[src/rtl/addsub_acc_ctrl_pkg.sv]
// Shared definitions for the add/sub accumulator controller:
// command op codes, FSM state encodings and FLAGS bit positions.
package addsub_acc_ctrl_pkg;

  typedef enum logic [1:0] {
    OP_LOAD = 2'b00,
    OP_ADD  = 2'b01,
    OP_SUB  = 2'b10,
    OP_CLR  = 2'b11
  } op_e;

  typedef enum logic [1:0] {
    S_IDLE = 2'b00,
    S_EXEC = 2'b01,
    S_WB   = 2'b10,
    S_RESP = 2'b11
  } state_e;

  // FLAGS = {C,V,N,Z}
  localparam int FL_C = 3;
  localparam int FL_V = 2;
  localparam int FL_N = 1;
  localparam int FL_Z = 0;

endpackage

[src/rtl/addsub_acc_ctrl.sv]
// addsub_acc_ctrl: command-driven accumulator around an external
// combinational add/sub datapath (sibling instance, wired via ADD_*).
// One command in flight: IDLE -> EXEC -> WB -> RESP -> IDLE.
// Optional build macro SATURATE_EN: on signed overflow the ADD/SUB result
// clamps to the most positive/negative value instead of wrapping.
module addsub_acc_ctrl
  import addsub_acc_ctrl_pkg::*;
#(
  parameter int               WIDTH    = 4,
  parameter logic [WIDTH-1:0] ACC_INIT = '0
) (
  input  logic             CLK,
  input  logic             RST_N,
  input  logic             IN_VALID,
  output logic             IN_READY,
  input  logic [1:0]       OP,
  input  logic [WIDTH-1:0] OPERAND,
  output logic [WIDTH-1:0] ADD_A,
  output logic [WIDTH-1:0] ADD_B,
  output logic             ADD_SEL,
  input  logic [WIDTH-1:0] ADD_SUM,
  input  logic             ADD_COUT,
  output logic [WIDTH-1:0] ACC,
  output logic [3:0]       FLAGS,
  output logic             OUT_VALID,
  input  logic             OUT_READY
);

  state_e           state_q, state_d;
  op_e              op_q, op_d;
  logic [WIDTH-1:0] opnd_q, opnd_d;
  logic [WIDTH-1:0] acc_q, acc_d;
  logic [3:0]       flags_q, flags_d;
  logic             ovld_q, ovld_d;
  logic             rdy_q, rdy_d;
  logic             drive;

  // New accumulator value and {C,V,N,Z} for the command being written back.
  function automatic logic [WIDTH+3:0] wb_result(
    input op_e              op,
    input logic [WIDTH-1:0] acc,
    input logic [WIDTH-1:0] opnd,
    input logic [WIDTH-1:0] sum,
    input logic             cout
  );
    logic [WIDTH-1:0] res;
    logic [3:0]       fl;
    logic             sel;
    logic             v;
    res = acc;
    fl  = '0;
    sel = (op == OP_SUB);
    v   = 1'b0;
    case (op)
      OP_LOAD: res = opnd;
      OP_ADD, OP_SUB: begin
        // Overflow: operands (B as seen by the adder) share a sign and
        // the sum's sign differs from it.
        v   = (acc[WIDTH-1] == (opnd[WIDTH-1] ^ sel)) &&
              (sum[WIDTH-1] != acc[WIDTH-1]);
        res = sum;
`ifdef SATURATE_EN
        // The true result's sign is the accumulator's sign on overflow.
        if (v) res = acc[WIDTH-1] ? {1'b1, {(WIDTH-1){1'b0}}}
                                  : {1'b0, {(WIDTH-1){1'b1}}};
`endif
        fl[FL_C] = cout;
        fl[FL_V] = v;
      end
      default: res = ACC_INIT;
    endcase
    // CLR reports only Z; other ops take N from the result MSB.
    fl[FL_N] = (op != OP_CLR) && res[WIDTH-1];
    fl[FL_Z] = (res == '0);
    return {res, fl};
  endfunction

  // State and datapath registers; reset aborts any command in flight.
  always_ff @(posedge CLK or negedge RST_N) begin
    if (!RST_N) begin
      state_q <= S_IDLE;
      op_q    <= OP_LOAD;
      opnd_q  <= '0;
      acc_q   <= ACC_INIT;
      flags_q <= '0;
      ovld_q  <= 1'b0;
      rdy_q   <= 1'b0;
    end else begin
      state_q <= state_d;
      op_q    <= op_d;
      opnd_q  <= opnd_d;
      acc_q   <= acc_d;
      flags_q <= flags_d;
      ovld_q  <= ovld_d;
      rdy_q   <= rdy_d;
    end
  end

  // Next-state: accept in IDLE, let the adder settle in EXEC, capture in WB,
  // hold the response in RESP until consumed.
  always_comb begin
    state_d = state_q;
    op_d    = op_q;
    opnd_d  = opnd_q;
    acc_d   = acc_q;
    flags_d = flags_q;
    ovld_d  = ovld_q;
    case (state_q)
      S_IDLE: begin
        if (IN_VALID && rdy_q) begin
          op_d    = op_e'(OP);
          opnd_d  = OPERAND;
          state_d = S_EXEC;
        end
      end
      S_EXEC: state_d = S_WB;
      S_WB: begin
        {acc_d, flags_d} = wb_result(op_q, acc_q, opnd_q, ADD_SUM, ADD_COUT);
        ovld_d  = 1'b1;
        state_d = S_RESP;
      end
      default: begin
        if (OUT_READY) begin
          ovld_d  = 1'b0;
          state_d = S_IDLE;
        end
      end
    endcase
    // Registered ready keeps IN_READY low through reset and only high in IDLE.
    rdy_d = (state_d == S_IDLE);
  end

  // Adder inputs are live only while the command is in EXEC/WB.
  assign drive     = (state_q == S_EXEC) || (state_q == S_WB);
  assign ADD_A     = drive ? acc_q  : '0;
  assign ADD_B     = drive ? opnd_q : '0;
  assign ADD_SEL   = drive && (op_q == OP_SUB);
  assign ACC       = acc_q;
  assign FLAGS     = flags_q;
  assign OUT_VALID = ovld_q;
  assign IN_READY  = rdy_q;

endmodule

[config.mk]
export PLATFORM = sky130hd
export DESIGN_NAME = addsub_acc_ctrl
export DESIGN_NICKNAME = d
export VERILOG_FILES = /design/src/rtl/addsub_acc_ctrl_pkg.sv /design/src/rtl/addsub_acc_ctrl.sv
export SDC_FILE = /design/constraint.sdc
export NUM_CORES = 1
export LEC_CHECK = 0
export ABC_CLOCK_PERIOD_IN_PS = 2300
export CAP_MARGIN = 25
export CORE_ASPECT_RATIO = 0.75
export CORE_UTILIZATION = 43
export CTS_CLUSTER_SIZE = 10
export DETAILED_ROUTE_END_ITERATION = 8
export HOLD_SLACK_MARGIN = 0.1
export PLACE_DENSITY = 0.77
export SYNTH_ARGS = -nofsm -noshare
export SYNTH_HDL_FRONTEND = slang
export SYNTH_SLANG_ARGS = --single-unit
[constraint.sdc]
create_clock -name CLK -period 2.3 [get_ports CLK]
set_clock_uncertainty 0.2 [all_clocks]
set_input_delay 0.345 -clock CLK [delete_from_list [all_inputs] [get_ports CLK]]
set_output_delay 0.345 -clock CLK [all_outputs]
set_load 0.005 [all_outputs]
==> run metrics <==
routability cong.=~0.81; crit path time final=1.98 ns; First-pass DRT Iterations=5; post-synthesis mux area share=15.7%; Final setup viols=0; post-synthesis simple-gate area fraction=a little over an eighth; DR DRC count=0; Placed Cells=roughly 140; CP max-delay cell=dfrtp_1; total global routing overflow=0; die width=between 50 and 60 um; switching share of power=around 36%; drt wl/cell=~16 um; pwr/cell area=~1500 mW/mm^2; Final Hold Fails=0; distinct cell type count after synthesis=21; first-pass GRT wire length=~3700 um; Hold WS=approximately 0.17 ns; crit path max fanout=5; Setup Total Neg Slack=0 ns; Slew HR=between 60 and 70%; Post-Route WL=approximately 2400 um; Post-Synth Adder-Cell Area=between 10% and 20%; routed vias=roughly 820; root buffer cell=clkbuf_4; #FFs+latches synth=18; Synth Area in XOR/XNOR=less than 1%; fmax=between 500 and 600 MHz; Initial Util=a little under half; crit path cell chain=inv_2, ha_4, buf_12, and2_1, dlymetal6s2s_1; post-layout net count=roughly 150; post-route cell area=roughly 0.0014 mm^2; Tcrit/Tclk final=a little under nine tenths; Die ar.=0.00240 mm^2; Setup CP Type=reg2out; initial antenna violation count=0; cts hold-fix bufs=0; Cells after Synth=84; static leakage=between 0.7 and 0.8 nW; worst endpoint data arrival time=1.44 ns; syn nets=107; largest net degree at the start of global routing=19; max-slew violations=0; IO Count=34; Worst Setup Start Kind=flip-flop; # diodes=0; post-synthesis compound-gate area fraction=~8.6%; worst slew pin tran=between 0.4 and 0.5 ns; number of DRC markers in iteration 0=16; critical path capture point type=output port; CTS H-tree depth=1; row count=14; Filler Cells Inserted=159; Reg power frac=between 20% and 30%; CP peak stage delay=just over 0.4 ns; Design Power=about 0.0021 W; Switch Pwr=roughly 0.00077 W; Placed Area=~0.0013 mm^2; post-synthesis cell area=around 950 um^2; CTS buffer count=3; peak supply drop=0.000879 V; IO Port Bufs=33; RSZ-0062 raised after global routing=no; outcome=completed; Internal Pwr Total=about 0.0014 W; core area=a little over 0.002 mm^2; clk_lat worst skew=~0.30 ns; Die Span Y=roughly 43 um; worst hold path class=in2async; clock slew at reported path FFs=about 0.11 ns; max cap viols=0; Yosys Warn Count=0; CTS Sinks=18; GRT Total Usage=20.1%; syn avg cell area=11.3 um^2; share of cells above drive strength 1=~20%; vias in the first global route=around 840; fin cells=approximately 150; clock power share=a little under a tenth; CTS tree=built; area grow syn2layout=52.2%; clk buf depth=2; vias per cell=approximately 5.5; Comb pwr share=a little over three fifths; register area share after synthesis=approximately 47%; Final HPWL DP=approximately 1700 um; largest family of logic cells by synthesized area=multiplexers; DRT antenna net count=0; Crit path required time=1.75 ns
## Yosys cell counts
| cell type | instances | area (um^2) |
|---|---|---|
| o21ai_0 | 1 | 5.00 |
| o32ai_1 | 1 | 8.76 |
| o22ai_1 | 2 | 12.5 |
| inv_1 | 7 | 26.3 |
| a22oi_1 | 4 | 30.0 |
| mux2_4 | 1 | 15.0 |
| a31oi_1 | 1 | 6.26 |
| a22o_1 | 1 | 8.76 |
| nand2_1 | 3 | 11.3 |
| ha_1 | 8 | 100 |
| and2_1 | 10 | 62.6 |
| nor2b_1 | 2 | 12.5 |
| mux2_2 | 11 | 124 |
| nand3_1 | 2 | 10.0 |
| mux2i_1 | 1 | 10.0 |
| a41o_1 | 1 | 10.0 |
| nor2_1 | 7 | 26.3 |
| dfrtp_1 | 18 | 450 |
| nor3_1 | 1 | 5.00 |
| xnor2_1 | 1 | 8.76 |
| buf_2 | 1 | 5.00 |
## logic make-up after synthesis
kind of cell | after synthesis
AO/OA/AOI/OAI | 11
XOR/XNOR | 1
adder cells (fa/ha/maj) | 8
buffers and inverters | 8
flip-flops | 18
multiplexers | 13
AND/OR/NAND/NOR | 25
## power groups by stage
stage	Combinational, W	Sequential, W	Clock [W]
CTS	0.00120	0.000584	0.000197
finish	0.00132	0.000595	0.000203
floorplan	0.000639	0.000569	0
detailed placement	0.00111	0.000603	0
global placement	0.00108	0.000581	0
global route	0.00143	0.000612	0.000219
## final cells by class
| type | instances | area (um^2) | area share, % |
|---|---|---|---|
| Multi-Input combinational cell | 58 | 479 | 33.2 |
| Timing Repair Buffer | 40 | 422 | 29.2 |
| Sequential cell | 18 | 450 | 31.2 |
| Inverter | 7 | 26.3 | 1.82 |
| Clock buffer | 4 | 36.3 | 2.51 |
| Tap cell | 24 | 30.0 | 2.08 |
## placed cells by master, fill, tap and decap left out
cell,count
clkdlybuf4s50_1,24
dfrtp_1,18
mux2_2,11
and2_1,10
dlymetal6s2s_1,9
nor2_1,7
ha_1,7
inv_1,5
buf_4,5
a22oi_1,4
nand2_1,3
clkbuf_4,3
inv_2,2
o22ai_1,2
nand3_1,2
nor2b_1,2
a31oi_1,1
o32ai_1,1
xnor2_1,1
mux2i_1,1
nor3_1,1
o21ai_0,1
a22o_1,1
a41o_1,1
mux2_4,1
ha_4,1
clkbuf_8,1
buf_12,1
buf_6,1
## critical path, delay by kind of cell (launching register included)
| family | cells | cell delay (ns) |
|---|---|---|
| and+or+nand+nor | 1 | 0.13 |
| DFF | 1 | 0.41 |
| buffers and inverters | 3 | 0.38 |
| adders and majority gates | 1 | 0.22 |
## worst paths after layout
kind | slack (ns) | to | cells past startpoint | start
worst max-delay path | 0.32 | ADD_B[0] | 5 | state_q[1]$_DFF_PN0_
max in group asynchronous | 1.54 | state_q[0]$_DFF_PN0_ | 2 | RST_N
min in group CLK | 0.33 | OUT_VALID$_DFFE_PN0P_ | 1 | OUT_VALID$_DFFE_PN0P_
worst min register to register | 0.33 | OUT_VALID$_DFFE_PN0P_ | 1 | OUT_VALID$_DFFE_PN0P_
worst min-delay path | 0.17 | ACC[3]$_DFFE_PN0P_ | 2 | RST_N
worst max register to register | 0.43 | FLAGS[0]$_DFFE_PN0P_ | 5 | op_q[1]$_DFFE_PN0P_
## routing by layer
layer	track usage (%)	routed length (um)	vias up
li1	-	-	381
met1	27.3	1100	397
met2	33.8	1150	42
met3	3.66	133	3
met4	4.88	21	0
met5	0	0	-
## flip-flops by register name, indices dropped and copies added, names as in the netlist
| name | cells |
|---|---|
| ACC | 4 |
| FLAGS | 4 |
| opnd_q | 4 |
| op_q | 2 |
| state_q | 2 |
| IN_READY | 1 |
| OUT_VALID | 1 |
## per-stage QoR
| step | setup WS [ns] | utilization (%) |
|---|---|---|
| final | 0.317 | 70.5 |
| after detailed placement | 0.152 | 64.0 |
| after global placement | 0.213 | 64.0 |
| after global routing | 0.280 | 70.5 |
| after CTS | 0.0289 | 67.1 |
| after floorplan | 0.623 | - |
## what timing repair did
| action | 4_1_cts | 5_1_grt |
|---|---|---|
| setup buffers | 2 | 4 |
| pin swaps | 0 | 1 |
| gates resized for setup | 2 | 14 |
| endpoints found under the setup margin | 9 | 9 |
Note: power is estimated with default switching activity, not from simulation.
